[config.mk]
export PLATFORM = sky130hd
export DESIGN_NAME = jtframe_bank_arb
export DESIGN_NICKNAME = d
export VERILOG_FILES = /design/src/rtl/jtframe_bank_arb.sv
export SDC_FILE = /design/constraint.sdc
export NUM_CORES = 1
export LEC_CHECK = 0
export BUFFER_PORTS_ARGS = -buffer_cell sky130_fd_sc_hd__buf_2
export CAP_MARGIN = 15
export CORE_ASPECT_RATIO = 2
export CORE_MARGIN = 1.5
export CORE_UTILIZATION = 58
export CTS_CLUSTER_DIAMETER = 40
export DETAILED_ROUTE_END_ITERATION = 10
export PLACE_DENSITY = 0.89
export SLEW_MARGIN = 10
export SYNTH_ARGS = -nofsm -noshare
export SYNTH_HDL_FRONTEND = slang
export SYNTH_SLANG_ARGS = --single-unit
[constraint.sdc]
create_clock -name clk -period 15.8 [get_ports clk]
set_input_delay 3.16 -clock clk [delete_from_list [all_inputs] [get_ports clk]]
set_output_delay 3.16 -clock clk [all_outputs]
set_load 0.01 [all_outputs]
[src/rtl/jtframe_bank_arb.sv]
// Per-channel single-entry read cache in front of one SDRAM bank; misses are arbitrated (round-robin or fixed) onto ba_rd/ba_addr.
// Hits return combinationally; a miss is issued one cycle after it appears and the channel holds ch_rd until ch_ok rises.
module jtframe_bank_arb #(
    parameter int CH   = 4,
    parameter int AW   = 22,
    parameter int DW   = 32,
    parameter int PRIO = 0
)(
    input  logic              clk,
    input  logic              rst,
    input  logic              flush,
    input  logic [CH*AW-1:0]  ch_addr,
    input  logic [CH-1:0]     ch_rd,
    output logic [CH-1:0]     ch_ok,
    output logic [CH*DW-1:0]  ch_data,
    output logic [AW-1:0]     ba_addr,
    output logic              ba_rd,
    input  logic              ba_ack,
    input  logic              ba_rdy,
    input  logic [DW-1:0]     sdram_dout
);

    localparam int IW = $clog2(CH);

    typedef enum logic [1:0] {IDLE, REQ, WAIT} state_t;

    state_t          state, nxt;
    logic [AW-1:0]   caddr [CH];
    logic [DW-1:0]   cdata [CH];
    logic [CH-1:0]   valid, hit, pend;
    logic [IW-1:0]   gnt, last, sel;
    logic            any_pend, done, stale;
    logic [2*CH-1:0] dbl;
    logic [CH-1:0]   rot;
    int              off;

    always_comb begin
        hit     = '0;
        ch_data = '0;
        for (int n = 0; n < CH; n++) begin
            hit[n] = ch_rd[n] & valid[n] & (ch_addr[n*AW +: AW] == caddr[n]);
            ch_data[n*DW +: DW] = cdata[n];
        end
        ch_ok    = hit;
        pend     = ch_rd & ~hit;
        any_pend = |pend;
    end

    // Round-robin rotates the pending vector so bit 0 is the channel after the last grant
    always_comb begin
        sel = '0;
        off = 0;
        dbl = '0;
        rot = '0;
        if (PRIO != 0) begin
            for (int i = CH-1; i >= 0; i--)
                if (pend[i]) sel = IW'(i);
        end else begin
            dbl = {pend, pend} >> (int'(last) + 1);
            rot = dbl[CH-1:0];
            for (int j = CH-1; j >= 0; j--)
                if (rot[j]) off = j;
            sel = IW'((int'(last) + 1 + off) % CH);
        end
    end

    always_ff @(posedge clk or posedge rst) begin
        if (rst) state <= IDLE;
        else     state <= nxt;
    end

    always_comb begin
        nxt = state;
        case (state)
            IDLE:    if (any_pend) nxt = REQ;
            REQ:     if (ba_ack)   nxt = ba_rdy ? IDLE : WAIT;
            WAIT:    if (ba_rdy)   nxt = IDLE;
            default: nxt = IDLE;
        endcase
    end

    always_comb begin
        ba_rd = (state == REQ);
        done  = ((state == REQ) & ba_ack & ba_rdy) | ((state == WAIT) & ba_rdy);
    end

    // stale marks an in-flight read that saw a flush; its data is stored but never marked valid
    always_ff @(posedge clk or posedge rst) begin
        if (rst) begin
            ba_addr <= '0;
            gnt     <= '0;
            last    <= IW'(CH-1);
            stale   <= 1'b0;
            valid   <= '0;
            for (int n = 0; n < CH; n++) begin
                caddr[n] <= '0;
                cdata[n] <= '0;
            end
        end else begin
            if (state == IDLE && any_pend) begin
                ba_addr <= ch_addr[int'(sel)*AW +: AW];
                gnt     <= sel;
                last    <= sel;
                stale   <= 1'b0;
            end else if (flush && state != IDLE) begin
                stale   <= 1'b1;
            end
            if (flush) valid <= '0;
            if (done) begin
                caddr[gnt] <= ba_addr;
                cdata[gnt] <= sdram_dout;
                if (!flush && !stale) valid[gnt] <= 1'b1;
            end
        end
    end

endmodule
==> impl_metrics.toml, run 1 <==
[global_route]
grt_max_degree = 103
grt_pass1_wl_um = 49400
grt_antenna_before_repair = 4
grt_use_total_pct = 32.0
grt_pass1_vias = 8959
gr-total-overflow = 0

[clocking]
cts_resized = 0
cts_setup_buffers = 0
clk_pin_slew_ns = 0.06
clock_path_buffers = 3
insertion_delay_ns = 0.52
hold_buffers = 0
clock-sinks = 249
tritoncts = "built"
cts_root_buffer = "clkbuf_16"
htreeDepth = 1
numCtsBuffers = 23

[drt]
num_vias = 8444
drt_wl_total_um = 32500
route.detailed.wl_per_inst_um = 23.1
drt_iter0_drc = 375
drc = 0
vias_per_cell = 6.00
ant_nets = 0
dr.pass1.iters = 5

[worst_setup_path]
worst-r2r-cell-count = 14
arrival_ns = 4.73
timing.rr.start = "caddr[2]$_DFFE_PP0P_"
worst-path-max-fanout = 2
timing.rr.end = "ba_addr[16]$_DFFE_PP0P_"
end_kind = "output port"
cpMaxStageDelayCell = "nor4_1"
slowest_delay_ns = 0.65
crit_required_ns = 12.64
startpoint_type = "input port"
crit_path_frequent_cell = "buf_2"
critical_path_class = "input port to output port"
critical_path.cell_chain = "buf_2, xor2_1, nor4_1, nand4_1, nor3_1, buf_2"
rrSetupSlack_ns = 10.94

[synthesis]
ys_warn_count = 0
synthCells = 855
synth_top_area_share_pct = 53.9
netlist-cell-type-count = 47
synth_top_cell_by_area = "dfrtp_1"
synth-seq-cells = 249
syn_avg_cell_area_um2 = 13.4
syn_nets = 985
yosysSeqAreaShare_pct = 54.4
syn_area_um2 = 11500
synth_area_leaders = "dfrtp_1 54%, mux2_2 21%, xor2_1 5.4%"

[min_path]
hold_depth = 1
hp-class = "flip-flop to flip-flop"
hold_path_startpoint = "ch_data[87]$_DFFE_PP0P_"
holdPathEnd = "ch_data[87]$_DFFE_PP0P_"

[power_and_ir_drop]
swShare_pct = 39.9
p_per_area_nw_per_um2 = 229
p_clk_share_pct = 17.9
ir_drop_mv = 0.148
cell_internal_pwr_w = 0.00192
p_seq_share_pct = 36.8
switchingPower_w = 0.00127
p_comb_share_pct = 45.3
leakage_nw = 6.57

[floorplanning]
io_pins = 284
die_y_um = 202
placementRows = 72
core-area_um2 = 19400
fp.dieW_um = 102
initial_core_util_pct = 59.2
die_area_um2 = 20700

[sta]
fin_skew_ns = 0.0220
worst_pin_slew_ns = 1.04
rsz0062_at_grt = "no"
fin_tns_setup_ns = 0
finalCriticalPeriod_ns = 7.89
setup_viol = 0
hold_viol_final = 0
drv_slew = 0
fin_crit_sh_pct = 49.9
slew_headroom_pct = 30.7
whs_ns = 0.499
fmax_ghz = 0.127

[placement]
dpl.hpwl_um = 23100
port_buffers = 283
gp_congestion = 0.971

[finish]
layout.nets = 1258
drive_gt1_share_pct = 51.6
area_growth_pct = 21.3

[flow_run]
drv_cap = 0

[status]
status = "completed"
## cells in the mapped netlist, drive strengths merged
cell type and instances:
dfrtp 247, mux2 218, xor2 71, nor2b 48, clkbuf 35, nand2 32
a2111oi 22, a221oi 22, o31ai 22, nor4 20, xnor2 20, nor2 14
nor3 12, buf 11, nand4 11, o21ai 9, a21oi 6, inv 6
o2111ai 4, a21o 2, a311oi 2, a31oi 2, dfstp 2, nand2b 2
nand3 2, nand4bb 2, o21a 2, or4 2, ha 1, nand3b 1
nor3b 1, o31a 1, o41a 1, or2 1, or4b 1
## worst max path at each step
| stage | start | endpoint | slack [ns] |
|---|---|---|---|
| 6_report | ch_addr[38] | ch_ok[1] | 7.91 |
| 2_1_floorplan | rst | ba_addr[0]$_DFFE_PP0P_ | 5.80 |
| 5_1_grt | ch_addr[38] | ch_ok[1] | 7.65 |
| 4_1_cts | ch_addr[38] | ch_ok[1] | 8.04 |
| 3_5_place_dp | ch_addr[38] | ch_ok[1] | 8.04 |
| 3_3_place_gp | ch_addr[38] | ch_ok[1] | 8.03 |
## cell usage in the layout (no fill, tap or decap), types with 3 or more instances in the layout
master,count
dfrtp_1,247
inv_6,3
nor2b_1,48
buf_4,11
o21ai_0,3
buf_2,283
o31ai_2,4
nor2_1,14
a221oi_1,22
a2111oi_2,18
a21oi_1,4
nand4_1,11
nor3_1,10
clkbuf_1,4
xnor2_1,20
o31ai_1,18
clkinv_2,4
xor2_1,71
inv_1,5
nor4_1,20
o21ai_1,4
clkbuf_16,23
diode_2,4
nand2_1,30
clkbuf_8,4
mux2_2,218
## worst max-delay path: cells and delay by family
family | cells | cell delay (ns)
AND/OR/NAND/NOR | 3 | 1.05
XOR/XNOR | 1 | 0.24
buffers and inverters | 2 | 0.28
## flip-flops by register name, summed over array words and instances, names as in the netlist
register and flops:
stale 1, ch_data 128, valid 4, caddr 88, gnt 2, state 2, last 2, ba_addr 22
## layout make-up
class	count	area (µm²)
Sequential cell	249	6230
Clock inverter	11	125
Multi-Input combinational cell	554	5040
Timing Repair Buffer	294	1500
Fill cell	1296	5460
Tap cell	259	324
Antenna cell	4	10.0
Clock buffer	31	646
Inverter	6	30.0
## power groups by stage
stage / sequential [W] / clock [W] / combinational, W
floorplan: 0.00121 / 0 / 0.000882
global placement: 0.00116 / 0 / 0.00138
detailed placement: 0.00118 / 0 / 0.00142
CTS: 0.00117 / 0.000578 / 0.00143
global route: 0.00121 / 0.000601 / 0.00154
finish: 0.00117 / 0.000571 / 0.00144
## layer usage
layer / global-route usage (%) / routed length, µm / up-vias
li1: - / - / 3663
met1: 32.9 / 10500 / 4239
met2: 56.6 / 17400 / 408
met3: 6.88 / 2320 / 132
met4: 20.7 / 2300 / 2
met5: 0 / 16 / -
## through the flow
| step | utilization (%) | worst slack (ns) | total power (W) | std cells | cell area, µm² |
|---|---|---|---|---|---|
| 6_report | 71.8 | 7.91 | 0.00319 | 1408 | 13900 |
| 5_1_grt | 71.8 | 7.65 | 0.00335 | 1405 | 13900 |
| 4_1_cts | 71.7 | 8.04 | 0.00318 | 1404 | 13900 |
| 3_5_place_dp | 67.8 | 8.04 | 0.00260 | 1362 | 13100 |
| 3_3_place_gp | 67.8 | 8.03 | 0.00254 | 1362 | 13100 |
| 2_1_floorplan | - | 5.80 | 0.00210 | 855 | 11500 |
## logic make-up (layout without fill, tap and decap cells)
group           Yosys count  count (layout)  share of synthesized area (%)
compound gates           95              95                           7.89
xor+xnor                 91              91                           6.95
fa+ha+maj                 1               1                          0.109
buf+inv                  52             342                           2.02
flops                   249             249                           54.4
mux                     218             218                           21.4
other cells               0               4                              0
simple gates            149             149                           7.28
Note: power is estimated with default switching activity, not from simulation.
==> run 2, diff against run 1 <==
--- a/config.mk
+++ b/config.mk
@@ -9,10 +9,10 @@
 export CAP_MARGIN = 15
 export CORE_ASPECT_RATIO = 2
 export CORE_MARGIN = 1.5
-export CORE_UTILIZATION = 58
+export CORE_UTILIZATION = 54
 export CTS_CLUSTER_DIAMETER = 40
 export DETAILED_ROUTE_END_ITERATION = 10
-export PLACE_DENSITY = 0.89
+export PLACE_DENSITY = 0.84
 export SLEW_MARGIN = 10
 export SYNTH_ARGS = -nofsm -noshare
 export SYNTH_HDL_FRONTEND = slang
==> constraint.sdc (replaced) <==
create_clock -name clk -period 7.8 [get_ports clk]
set_input_delay 1.56 -clock clk [delete_from_list [all_inputs] [get_ports clk]]
set_output_delay 1.56 -clock clk [all_outputs]
set_load 0.01 [all_outputs]
==> run 2 against run 1 <==
  * Flip-flop and latch count is the same
  * Die area grew 7.2%
  * Worst setup slack lost 5.6 ns
  * Global-route usage shrank 1.4 points
  * Combinational power grew 110%
  * Final area grew 0.58%
  * Clock skew shrank 0.0064 ns
==> impl_metrics.toml, run 2 (synthesized netlist as in run 1, its figures left out) <==
[worst_setup_path]
crit_required_ns = 8.21
cpMaxStageDelayCell = "a221oi_1"
critPathTopFamily = "simple AND/OR/NAND/NOR gates"
timing.rr.start = "caddr[3]$_DFFE_PP0P_"
startpoint_type = "input port"
path_buf_inv = 1
arrival_ns = 5.90
startpoint = "ch_addr[69]"
end_kind = "flip-flop"
crit_path_frequent_cell = "xnor2_1"
slowest_delay_ns = 0.68
critical_path_class = "input port to flip-flop"
worst-path-max-fanout = 23
critical_path.cell_chain = "buf_2, xor2_1, nor4_1, nand4_1, o41a_1, or2_2, nor2b_1, a21oi_1, o21ai_0, ha_4, xnor2_1, xnor2_1, nand3_2, a221oi_1, o31ai_1"

[floorplanning]
initial_core_util_pct = 54.8
die_area_um2 = 22200
core-area_um2 = 20900
io_pins = 284
fp.dieW_um = 106
die_y_um = 209
placementRows = 75

[power_and_ir_drop]
fin_total_pwr_w = 0.00656
ir_drop_mv = 0.343
leakage_nw = 6.59
p_per_area_nw_per_um2 = 469

[clocking]
cts_root_buffer = "clkbuf_16"
insertion_delay_ns = 0.53
clock-sinks = 249
cts_resized = 0
numCtsBuffers = 25
cts_setup_buffers = 0
hold_buffers = 0
htreeDepth = 1
clock_path_buffers = 3
tritoncts = "built"
clk_pin_slew_ns = 0.07

[global_route]
grt_pass1_vias = 9065
grt_pass1_wl_um = 51000
grt_antenna_before_repair = 5
gr-total-overflow = 0
grt_use_total_pct = 30.5
grt_max_degree = 143

[finish]
drive_gt1_share_pct = 51.7
layout.nets = 1260
finalNonFillerCells = 1418
final_cell_mix = "283 x buf_2, 247 x dfrtp_1, 218 x mux2_2"
layout_commonest_cell = "buf_2"
area_growth_pct = 22.0
largest_register_ffs = 128

[sta]
drv_slew = 0
hold_viol_final = 0
fin_skew_ns = 0.0156
worst_pin_slew_ns = 1.00
fin_crit_sh_pct = 70.5
timing.final.ws_setup_ns = 2.30
fmax_ghz = 0.182
fin_tns_setup_ns = 0
setup_viol = 0
finalCriticalPeriod_ns = 5.50
whs_ns = 0.498
slew_headroom_pct = 33.2
rsz0062_at_grt = "no"

[drt]
drt_iter0_drc = 533
wl_met2_um = 18100
num_vias = 8355
ant_nets = 0
top_layer = "met5"
dr.pass1.iters = 5
drc = 0
route.met3.wl_um = 2160
route.detailed.wl_per_inst_um = 23.7
vias_per_cell = 5.89
drt_wl_total_um = 33600
wl_met1_um = 11000

[placement]
dp.cells = 1372
port_buffers = 283
dp_slack_ns = 1.90
dpl.hpwl_um = 23500
gp_congestion = 1.02

[min_path]
hold_path_startpoint = "ch_data[119]$_DFFE_PP0P_"
hp-class = "flip-flop to flip-flop"

[status]
status = "completed"

[flow_run]
drv_cap = 0
==> run 2: cell types whose count changed in the layout (fill, tap and decap cells not counted), sizes merged <==
cell	delta
clkinvlp	+1
inv	-2
clkinv	+4
diode	-3
==> run 2: worst reg2reg max path, delay by kind of cell, from the launching register on <==
| kind | cells | cell delay (ns) |
|---|---|---|
| flops | 1 | 0.40 |
| compound gates | 5 | 1.68 |
| xor+xnor | 3 | 0.63 |
| simple gates | 5 | 1.73 |
| fa+ha+maj | 1 | 0.20 |
==> run 2: cell type report <==
class                           instances  area, µm²
Antenna cell                            1       2.50
Clock buffer                           31        668
Clock inverter                         14        161
Fill cell                            1595       6940
Inverter                                6       26.3
Multi-Input combinational cell        554       5050
Sequential cell                       249       6230
Tap cell                              269        337
Timing Repair Buffer                  294       1510
==> run 2: metal layers <==
| layer | track usage, % | vias to the layer above |
|---|---|---|
| li1 | - | 3661 |
| met1 | 30.8 | 4164 |
| met2 | 55.4 | 388 |
| met3 | 5.83 | 134 |
| met4 | 21.4 | 8 |
| met5 | 0 | - |
==> run 2: through the flow <==
stage	instance area [µm²]	util [%]
floorplan	11500	-
global placement	13200	62.9
detailed placement	13200	62.9
CTS	14000	66.8
global route	14000	66.8
finish	14000	66.8
==> run 2: final timing paths <==
path	slack [ns]	cells past startpoint	endpoint
worst max-delay path	2.30	15	ba_addr[2]$_DFFE_PP0P_
worst max register to register	3.02	14	ba_addr[2]$_DFFE_PP0P_
max in group asynchronous	5.29	3	ch_data[125]$_DFFE_PP0P_
worst min register to register	0.50	1	ch_data[119]$_DFFE_PP0P_
min in group asynchronous	1.12	2	ch_data[110]$_DFFE_PP0P_
worst min-delay path	0.50	1	ch_data[119]$_DFFE_PP0P_
==> run 2: where the power goes <==
group          leakage [nW]  switching [W]  total [W]  internal, W
clock network         0.409       0.000536    0.00122     0.000688
registers              3.08       0.000449    0.00237      0.00193
logic                  3.10        0.00165    0.00296      0.00130
total                  6.59        0.00264    0.00656      0.00392
==> run 3, diff against run 2 <==
--- a/config.mk
+++ b/config.mk
@@ -9,10 +9,10 @@
 export CAP_MARGIN = 15
 export CORE_ASPECT_RATIO = 2
 export CORE_MARGIN = 1.5
-export CORE_UTILIZATION = 54
+export CORE_UTILIZATION = 49
 export CTS_CLUSTER_DIAMETER = 40
 export DETAILED_ROUTE_END_ITERATION = 10
-export PLACE_DENSITY = 0.84
+export PLACE_DENSITY = 0.8
 export SLEW_MARGIN = 10
 export SYNTH_ARGS = -nofsm -noshare
 export SYNTH_HDL_FRONTEND = slang
==> constraint.sdc (replaced) <==
create_clock -name clk -period 5.03 [get_ports clk]
set_input_delay 1.006 -clock clk [delete_from_list [all_inputs] [get_ports clk]]
set_output_delay 1.006 -clock clk [all_outputs]
set_load 0.01 [all_outputs]
==> run 3 against run 2 <==
  * Hold slack about the same
  * Register-to-register slack got worse by 2.1 ns
  * First-iteration DRC count decreased by 15%
  * Critical endpoint is now ba_addr[20]$_DFFE_PP0P_
==> impl_metrics.toml, run 3 (synthesized netlist as in run 1, its figures left out) <==
[status]
status = "completed"

[finish]
multiInputGateArea_um2 = 5050
area_growth_pct = 23.7
finalNonFillerCells = 1450
largest_register_ffs = 128
layout_commonest_cell = "buf_2"
regArea_um2 = 6230
fill_cells = 1839
drive_gt1_share_pct = 52.7
layout.nets = 1278
final_cell_mix = "283 x buf_2, 247 x dfrtp_1, 218 x mux2_2"
fin_util_pct = 61.3

[placement]
gp_congestion = 0.980
port_buffers = 283
dp.cells = 1404
dpl.hpwl_um = 24600
dp_slack_ns = 0.325

[worst_setup_path]
critical_path.cell_chain = "buf_2, xor2_1, nor4_1, nand4_1, o41a_1, or2_2, nor2b_1, a21oi_1, o21ai_0, ha_4, xnor2_1, xnor2_1, nor3_4, buf_4, a2111oi_0, o31ai_1"
timing.rr.start = "caddr[3]$_DFFE_PP0P_"
cpMaxStageDelayCell = "o41a_1"
startpoint = "ch_addr[69]"
rrSetupSlack_ns = 0.97
slowest_delay_ns = 0.45
end_kind = "flip-flop"
timing.rr.end = "ba_addr[20]$_DFFE_PP0P_"
path_buf_inv = 2
crit_path_frequent_cell = "xnor2_1"
crit_end = "ba_addr[20]$_DFFE_PP0P_"
crit_required_ns = 5.42
arrival_ns = 4.62
critPathTopFamily = "compound AO/OA/AOI/OAI gates"
worst-path-max-fanout = 13
worst-r2r-cell-count = 15
critical_path_class = "input port to flip-flop"
startpoint_type = "input port"
path_depth = 16

[drt]
ant_nets = 0
num_vias = 8378
drc = 0
route.detailed.wl_per_inst_um = 23.1
drt_iter0_drc = 451
vias_per_cell = 5.78
dr.pass1.iters = 6
drt_wl_total_um = 33500

[sta]
setup_viol = 0
timing.final.ws_setup_ns = 0.799
finalCriticalPeriod_ns = 4.23
worst_pin_slew_ns = 0.990
fin_crit_sh_pct = 84.1
fin_skew_ns = 0.0199
hold_viol_final = 0
fin_tns_setup_ns = 0
rsz0062_at_grt = "no"
fmax_ghz = 0.236
slew_headroom_pct = 34.0
drv_slew = 0

[clocking]
cts_resized = 0
clk_pin_slew_ns = 0.07
numCtsBuffers = 25
insertion_delay_ns = 0.53
cts_root_buffer = "clkbuf_16"
cts_setup_buffers = 0
tritoncts = "built"
htreeDepth = 1
clock_path_buffers = 3
clock-sinks = 249
hold_buffers = 0

[floorplanning]
placementRows = 79
core-area_um2 = 23100
initial_core_util_pct = 49.6
die_area_um2 = 24400
io_pins = 284
die_y_um = 219
fp.dieW_um = 111

[global_route]
grt_max_degree = 148
use_met1_pct = 27.0
grt_pass1_wl_um = 50700
met3_usage_pct = 5.25
gr-usage-met2_pct = 49.6
grt_pass1_vias = 8931
gr-total-overflow = 0
grt_antenna_before_repair = 6
busiest_layer = "met2"
grt_use_total_pct = 27.2

[power_and_ir_drop]
ir_drop_mv = 0.488
fin_total_pwr_w = 0.0103
p_per_area_nw_per_um2 = 725
leakage_nw = 6.69

[min_path]
hold_depth = 1
hp-class = "flip-flop to flip-flop"

[flow_run]
drv_cap = 0
-- run 3: cell count changes in the layout (fill, tap and decap cells not counted), sizes merged --
cell,previous run,this run
inv,8,5
diode,1,2
bufinv,2,1
buf,294,312
clkbuf,31,32
clkinvlp,2,4
-- run 3: cell type report --
cell class,instances,area share (%)
sequential,249,43.9
multi-input combinational,554,35.6
timing repair buffer,312,11.8
clock buffer,32,5.02
tap,283,2.50
clock inverter,12,0.970
inverter,6,0.185
antenna,2,0.0353
-- run 3: worst min path at each step --
| stage | start | endpoint | slack (ns) |
|---|---|---|---|
| 2_1_floorplan | stale$_DFFE_PP0P_ | stale$_DFFE_PP0P_ | 0.46 |
| 3_3_place_gp | stale$_DFFE_PP0P_ | stale$_DFFE_PP0P_ | 0.48 |
| 3_5_place_dp | ch_data[88]$_DFFE_PP0P_ | ch_data[88]$_DFFE_PP0P_ | 0.49 |
| 4_1_cts | ch_data[88]$_DFFE_PP0P_ | ch_data[88]$_DFFE_PP0P_ | 0.50 |
| 5_1_grt | ch_data[41]$_DFFE_PP0P_ | ch_data[41]$_DFFE_PP0P_ | 0.52 |
| 6_report | ch_data[88]$_DFFE_PP0P_ | ch_data[88]$_DFFE_PP0P_ | 0.50 |
-- run 3: per-stage QoR --
step	hold slack, ns	cell area (µm²)
2_1_floorplan	0.462	11500
3_3_place_gp	0.480	13300
3_5_place_dp	0.488	13300
4_1_cts	0.503	14200
5_1_grt	0.522	14200
6_report	0.498	14200
-- run 3: routing by layer --
metal,vias up,routed length [µm]
li1,3695,-
met1,4191,11000
met2,354,17800
met3,128,2010
met4,10,2730
met5,-,58
-- run 3: power breakdown --
| part | switching, W | internal (W) | leakage [nW] |
|---|---|---|---|
| logic | 0.00252 | 0.00219 | 3.20 |
| clock network | 0.000819 | 0.00107 | 0.405 |
| registers | 0.000698 | 0.00299 | 3.08 |
| total | 0.00404 | 0.00624 | 6.69 |
-- run 3: worst reg2reg max path: stages (launching register included) --
cell and delay, ns:
dfrtp_1 0.40, xor2_1 0.17, nor4_1 0.34, nand4_1 0.26
o41a_1 0.45, or2_2 0.35, nor2b_1 0.15, a21oi_1 0.13
o21ai_0 0.15, ha_4 0.20, xnor2_1 0.26, xnor2_1 0.26
nor3_4 0.06, buf_4 0.22, a2111oi_0 0.43, o31ai_1 0.10
